==> src/rtl/fetch_pair_unit_pkg.sv <==
// fetch_pkg: shared widths, fetch queue entry layout and fetch FSM states
package fetch_pkg;
    localparam int XLEN_DEF     = 64;
    localparam int INSTR_W      = 32;
    localparam int FETCH_STRIDE = 8;

    typedef struct packed {
        logic [XLEN_DEF-1:0] pc;
        logic [INSTR_W-1:0]  instr1;
        logic [INSTR_W-1:0]  instr2;
    } fetch_entry_t;

    typedef enum logic {RUN, FAULT} fetch_state_t;
endpackage

==> src/rtl/fetch_pair_unit_queue.sv <==
// fetch_queue: DEPTH-entry circular FIFO of fetched pairs with single-cycle flush
module fetch_queue
    import fetch_pkg::*;
#(
    parameter int DEPTH = 4
) (
    input  logic         clk,
    input  logic         rst_n,
    input  logic         push,
    input  logic         pop,
    input  logic         flush,
    input  fetch_entry_t data,
    output logic         full,
    output logic         empty,
    output fetch_entry_t head
);
    localparam int AW = $clog2(DEPTH);

    fetch_entry_t   mem [DEPTH];
    logic [AW-1:0]  wr;
    logic [AW-1:0]  rd;
    logic [AW:0]    count;

    assign full  = count == (AW+1)'(DEPTH);
    assign empty = count == '0;
    assign head  = mem[rd];

    // Storage and pointers; DEPTH is a power of 2 so pointers wrap by overflow
    always_ff @(posedge clk or negedge rst_n) begin
        if (!rst_n) begin
            wr    <= '0;
            rd    <= '0;
            count <= '0;
            for (int i = 0; i < DEPTH; i++) mem[i] <= '0;
        end else if (flush) begin
            wr    <= '0;
            rd    <= '0;
            count <= '0;
        end else begin
            if (push) begin
                mem[wr] <= data;
                wr      <= wr + 1'b1;
            end
            if (pop) rd <= rd + 1'b1;
            count <= count + {{AW{1'b0}}, push} - {{AW{1'b0}}, pop};
        end
    end
endmodule

==> src/rtl/fetch_pair_unit.sv <==
// fetch_pair_unit: 2-wide fetch stage with PC, fetch queue and redirect/fault FSM.
// Optional FETCH_PERF_CNT_EN adds saturating fetch and decode-stall counters.
module fetch_pair_unit
    import fetch_pkg::*;
#(
    parameter int              XLEN     = XLEN_DEF,
    parameter logic [XLEN-1:0] RESET_PC = '0,
    parameter int              QDEPTH   = 4
) (
    input  logic               clk,
    input  logic               rst_n,
    input  logic               branch_en,
    input  logic [XLEN-1:0]    branch_pc,
    output logic [XLEN-1:0]    pc_o,
    output logic [XLEN-1:0]    pc4_o,
    input  logic [INSTR_W-1:0] instr1_i,
    input  logic [INSTR_W-1:0] instr2_i,
    output logic               dec_valid,
    input  logic               dec_ready,
    output logic [XLEN-1:0]    dec_pc,
    output logic [INSTR_W-1:0] dec_instr1,
    output logic [INSTR_W-1:0] dec_instr2,
    output logic               fetch_fault
`ifdef FETCH_PERF_CNT_EN
    ,
    output logic [31:0]        perf_fetch_cnt,
    output logic [31:0]        perf_stall_cnt
`endif
);
    fetch_state_t    state;
    logic [XLEN-1:0] pc;
    logic            full;
    logic            empty;
    logic            push;
    logic            pop;
    fetch_entry_t    head;
    fetch_entry_t    entry;

    assign pc_o       = pc;
    assign pc4_o      = pc + XLEN'(4);
    assign dec_valid  = !empty && !branch_en;
    assign pop        = dec_valid && dec_ready;
    // A pop in the same cycle frees a slot, so a full queue still accepts a pair
    assign push       = state == RUN && !branch_en && (!full || pop);
    assign entry      = '{pc: XLEN_DEF'(pc), instr1: instr1_i, instr2: instr2_i};
    assign dec_pc     = XLEN'(head.pc);
    assign dec_instr1 = head.instr1;
    assign dec_instr2 = head.instr2;

    fetch_queue #(.DEPTH(QDEPTH)) u_queue (
        .clk   (clk),
        .rst_n (rst_n),
        .push  (push),
        .pop   (pop),
        .flush (branch_en),
        .data  (entry),
        .full  (full),
        .empty (empty),
        .head  (head)
    );

    // PC and RUN/FAULT FSM; redirect wins, misaligned targets park fetch in FAULT
    always_ff @(posedge clk or negedge rst_n) begin
        if (!rst_n) begin
            state       <= RUN;
            pc          <= RESET_PC;
            fetch_fault <= 1'b0;
        end else if (branch_en) begin
            pc          <= branch_pc;
            state       <= branch_pc[1:0] != 2'b00 ? FAULT : RUN;
            fetch_fault <= branch_pc[1:0] != 2'b00;
        end else if (push) begin
            pc <= pc + XLEN'(FETCH_STRIDE);
        end
    end

`ifdef FETCH_PERF_CNT_EN
    // Saturating counters of enqueued pairs and decode-stall cycles; redirect does not clear them
    always_ff @(posedge clk or negedge rst_n) begin
        if (!rst_n) begin
            perf_fetch_cnt <= '0;
            perf_stall_cnt <= '0;
        end else begin
            if (push && perf_fetch_cnt != '1) perf_fetch_cnt <= perf_fetch_cnt + 1'b1;
            if (dec_valid && !dec_ready && perf_stall_cnt != '1) perf_stall_cnt <= perf_stall_cnt + 1'b1;
        end
    end
`endif
endmodule

==> config.mk <==
export PLATFORM = sky130hd
export DESIGN_NAME = fetch_pair_unit
export DESIGN_NICKNAME = d
export VERILOG_FILES = /design/src/rtl/fetch_pair_unit_pkg.sv /design/src/rtl/fetch_pair_unit_queue.sv /design/src/rtl/fetch_pair_unit.sv
export SDC_FILE = /design/constraint.sdc
export NUM_CORES = 1
export LEC_CHECK = 0
export ABC_AREA = 0
export CAP_MARGIN = 20
export CORE_MARGIN = 2
export CORE_UTILIZATION = 45
export CTS_CLUSTER_DIAMETER = 120
export DETAILED_ROUTE_END_ITERATION = 10
export PLACE_DENSITY = 0.7
export SETUP_SLACK_MARGIN = 0.02
export SYNTH_ARGS = -nofsm -noshare
export SYNTH_HDL_FRONTEND = slang
export SYNTH_SLANG_ARGS = --single-unit
==> constraint.sdc <==
create_clock -name clk -period 2.44 [get_ports clk]
set_input_delay 0.488 -clock clk [delete_from_list [all_inputs] [get_ports clk]]
set_output_delay 0.488 -clock clk [all_outputs]
set_load 0.005 [all_outputs]
* Yosys cells after proc, flatten, opt, wreduce, memory -nomap -nowiden
Index checks and enable logic that the tools add are counted.
Storage, ports and cells: register bits after elaboration 585, output and inout bits 258, logic and storage cells 60
Cells by class: add/subtract/negate cells 6, order comparisons 3, equal/unequal tests 1, mux-type cells 14, bitwise gates (word level) 4, reduce and logical (&&, ||, !) cells 14
Operators by type and width (number):
- $bwmux W512 | 1
- $mux W128 | 3
- $bmux W128 S2 | 1
- $demux W128 S2 | 1
- $mux W64 | 2
- $add A64 B3 Y64 const B | 1
- $add A64 B4 Y64 const B | 1
- $mux W2 | 4
- $ge A3 B3 Y1 const B | 2
- $not A2 Y3 | 2
- $reduce_bool A2 Y1 | 3
- $logic_and A1 B1 Y1 | 5
- $add A2 B1 Y2 const B | 2
- $add A3 B1 Y3 | 1
- $eq A3 B3 Y1 const B | 1
- $logic_not A1 Y1 | 3
- $logic_not A3 Y1 | 1
- $lt A3 B1 Y1 const B | 1
- $mux W3 | 1
- $sub A3 B1 Y3 | 1
- $not A1 Y1 | 2
- $reduce_and A2 Y1 | 1
- $logic_or A1 B1 Y1 | 1
- $mux W1 | 1

* Logic depth before layout (Yosys ltp)
depth in word-level cells 9, mapped depth 9, gate-level depth less buffers 9

* Hierarchy
Synthesis repeated with hierarchy kept, for this count alone.
Unflattened totals: cells, all modules 1921, area total of the unflattened synthesis 29286.8 µm²
By module, submodules not included:
- fetch_queue | times used 1, cells each 1277, area an instance 24135.6 µm²
- fetch_pair_unit | times used 1, cells each 644, area an instance 5151.2 µm²

* Worst setup path after synthesis
No wires, ideal clock.
kind register to output, from register pc[3], in the netlist pc_o[3], to output pc4_o[55], arrival 2097 ps, slack -145 ps, stages on the path, launching flop included 8, path buffers 1, cells stage by stage dfrtp_1 ha_1 nand3_1 nor4_4 buf_4 nand2_2 nor4_1 xor2_1
Between the ends: longest elaborated chain between the ends 1
RTL lines:
- start, declared | RTL line fetch_pair_unit.sv:31 | logic [XLEN-1:0] pc;
- start signal, assigned | RTL line fetch_pair_unit.sv:69 | pc <= branch_pc;
- start signal, assigned | RTL line fetch_pair_unit.sv:73 | pc <= pc + XLEN'(FETCH_STRIDE);
- $add A64 B3 Y64 | RTL line fetch_pair_unit.sv:40 | assign pc4_o = pc + XLEN'(4);
- end, declared | RTL line fetch_pair_unit.sv:15 | output logic [XLEN-1:0] pc4_o,
Every way passes these cells.

* Final worst setup path
from register pc[15], in the netlist pc_o[15], to output pc4_o[40]
The elaborated chain is that of the path after synthesis.

==> qor.yml <==
floorplan:
  dieHeight_um: 252
  coreArea_um2: 60500
  rows: 90
  start_util: 0.456
  dieArea_um2: 63300
  die_width_um: 252
  ios: 390
synth:
  ys_warn_count: 0
  synth-edff-count: 0
  synth_commonest_cells: "dfrtp_1 (584), mux2_2 (483), nand2_1 (140), mux4_2 (128), clkbuf_1 (84)"
  syn_area_um2: 27600
  synthTopCellsByArea: "dfrtp_1 (53%), mux2_2 (20%), mux4_2 (10%)"
  ys_types: 58
  avgSynthCellArea_um2: 13.7
  yosysMostFrequentCell: "dfrtp_1"
  ys_ff_latch: 584
  synth_top_flop_cell: "dfrtp_1"
  async_reset_ff_frac: 1.00
  syn_inst: 2018
  ys_seq_area_frac: 0.530
  synth_top_cell_area_share: 0.530
  yosys.area.top_type: "dfrtp_1"
  synth_fp_nets: 2159
hold_path:
  min_path_type: "input port to flip-flop"
run_status:
  violations: "negative setup slack"
  run_status: "finished, violations left"
clock_tree:
  numCtsBuffers: 61
  cts.sinks: 584
  insertion_delay_ns: 0.63
  cts_max_level: 2
  cts-root-buf: "clkbuf_16"
  cts_buffer_depth: 3
  tritoncts: "yes"
  path_clk_slew_ns: 0.06
detailed_routing:
  drt_iter0_drc: 1754
  drc: 0
  vias: 21800
  drtAntennaViolNets: 0
  viasPerCell: 5.88
  wl_per_cell_um: 25.4
  dr.pass1.iters: 5
  wl_um: 94100
timing:
  grt_setup_unrepaired: "yes"
  hold_ws_ns: 0.261
  max_freq_mhz: 300
  post-route-min-period_ns: 3.33
  slew_headroom: 0.433
  setup_violations: 191
  setup-tns-final_ns: -67.68
  drv_slew: 0
  tightest_slew_ns: 0.850
  hold_viol: 0
  skew_ns: 0.0335
  fin_ws_ns: -0.892
  fin_crit_sh: 1.37
critical_path:
  worst-path-max-fanout: 3
  critPathLaunchType: "flip-flop"
  cp_slowest_cell: "or4_4"
  worst_ep_arrival_time_ns: 2.84
  worstSetupEndpointType: "primary output"
  crit_path_cell_trace: "buf_6 > buf_6 > nand4_4 > nor4_4 > nand3b_1 > buf_4 > or4_4 > xnor2_2 > buf_2"
  path_common_cell: "buf_6"
  crit_type: "flip-flop to primary output"
  crit_required_ns: 1.95
  critPathMaxStageDelay_ns: 0.50
finish:
  fin_nets: 3016
  synthToLayoutAreaGrowth_pct: 47.4
  design_area_um2: 40600
  finalCoreUtilization: 0.672
  drive_gt1_frac: 0.556
  finalNonFillerCells: 3707
global_route:
  globalRouteOverflowTotal: 0
  grt_pass1_vias: 22700
  grtUsageTotal: 0.287
  grt_pass1_wl_um: 139000
  grt_max_degree: 97
  antenna_found_initial: 8
place:
  place.gp.congestion: 0.935
  placed_area_um2: 35000
  place.port_buffers: 389
  dpl_worst_slack_ns: -0.573
  dp_hpwl_um: 61000
  place_inst: 3363
run:
  drv_cap: 0
pwr:
  p_leak_nw: 19.0
  ir_drop_mv: 0.734
  finalPower_mw: 36.9
  pwr_density_cell_nw_per_um2: 909
## flip-flops by register name, summed over array words and instances (netlist names)
register / cells
u_queue.mem: 512
u_queue.rd: 2
u_queue.count: 3
fetch_fault: 1
u_queue.wr: 2
pc_o: 64
## where the power goes
part / internal, mW / switching [mW]
Sequential: 12.3 / 1.42
Clock: 5.63 / 3.92
Combinational: 8.44 / 5.25
Total: 26.3 / 10.6
## repair_timing
| action | CTS | global route |
|---|---|---|
| setup buffers | 178 | 93 |
| resized for setup | 1121 | 206 |
| hold buffers | 1 | 0 |
| hold endpoints to repair | 29 | 0 |
| pin swaps | 111 | 75 |
| endpoints found under the setup margin | 195 | 219 |
| cloned | 12 | 0 |
## worst paths after layout
| check | from | to | slack [ns] | cells after the start |
|---|---|---|---|---|
| min | branch_en | fetch_fault | 0.26 | 3 |
| max reg2reg | pc_o[10] | pc_o[37] | -0.16 | 11 |
| min reg2reg | u_queue.mem[66] | u_queue.mem[66] | 0.48 | 2 |
| min in group asynchronous | rst_n | u_queue.mem[362] | 0.40 | 2 |
| max | pc_o[15] | pc4_o[40] | -0.89 | 9 |
| max in group asynchronous | rst_n | u_queue.mem[173] | 1.18 | 3 |
## layer usage
metal,track usage,share of wire,up-vias
met5,0,0.00032,-
met4,0.121,0.047,6
met3,0.0541,0.070,298
met2,0.469,0.49,1003
met1,0.379,0.40,11300
li1,-,-,9141
## worst max-delay path: cells and delay by family, from the launching register on
family,cells,cell delay (ns)
xor gates and xnor gates,1,0.15
buffers and inverters,4,0.56
DFF,1,0.40
and+or+nand+nor,4,1.11
## layout by cell type (no fill, tap or decap), drive strengths merged, types with 8 or more instances in the layout
cell,netlist,routed
clkinv,0,11
and4,9,9
nand4,45,45
ha,8,8
nor4,27,27
dfrtp,584,584
nand2,143,143
clkbuf,84,87
mux2,483,483
o21ai,64,64
dlymetal6s2s,0,11
xnor2,41,41
a21oi,11,11
xor2,38,38
or4,12,12
buf,81,757
nor3,26,26
nor2,58,58
mux4,128,128
nor2b,8,8
or3,11,11
nand3,55,55
inv,18,20
o211ai,16,16
clkdlybuf4s50,0,185
## final cells by class
class,count,area (um2)
clock inverters,24,302
flip-flops and latches,584,14600
well taps,782,978
diodes,4,10.0
fillers,4051,19800
inverters,18,67.6
multi-input cells,1251,13400
clock buffers,85,1760
repair buffers,959,9470
## cell families (layout without fill, tap and decap cells)
logic type	Yosys count	in the layout	synth area share
mux	618	618	0.304
flops	584	584	0.530
simple gates	418	418	0.0789
buf+inv	183	1086	0.0282
compound gates	127	127	0.0290
xor+xnor	79	79	0.0251
fa+ha+maj	9	9	0.00436
other cells	0	4	0
No activity file was read; power rests on OpenSTA's default activity.
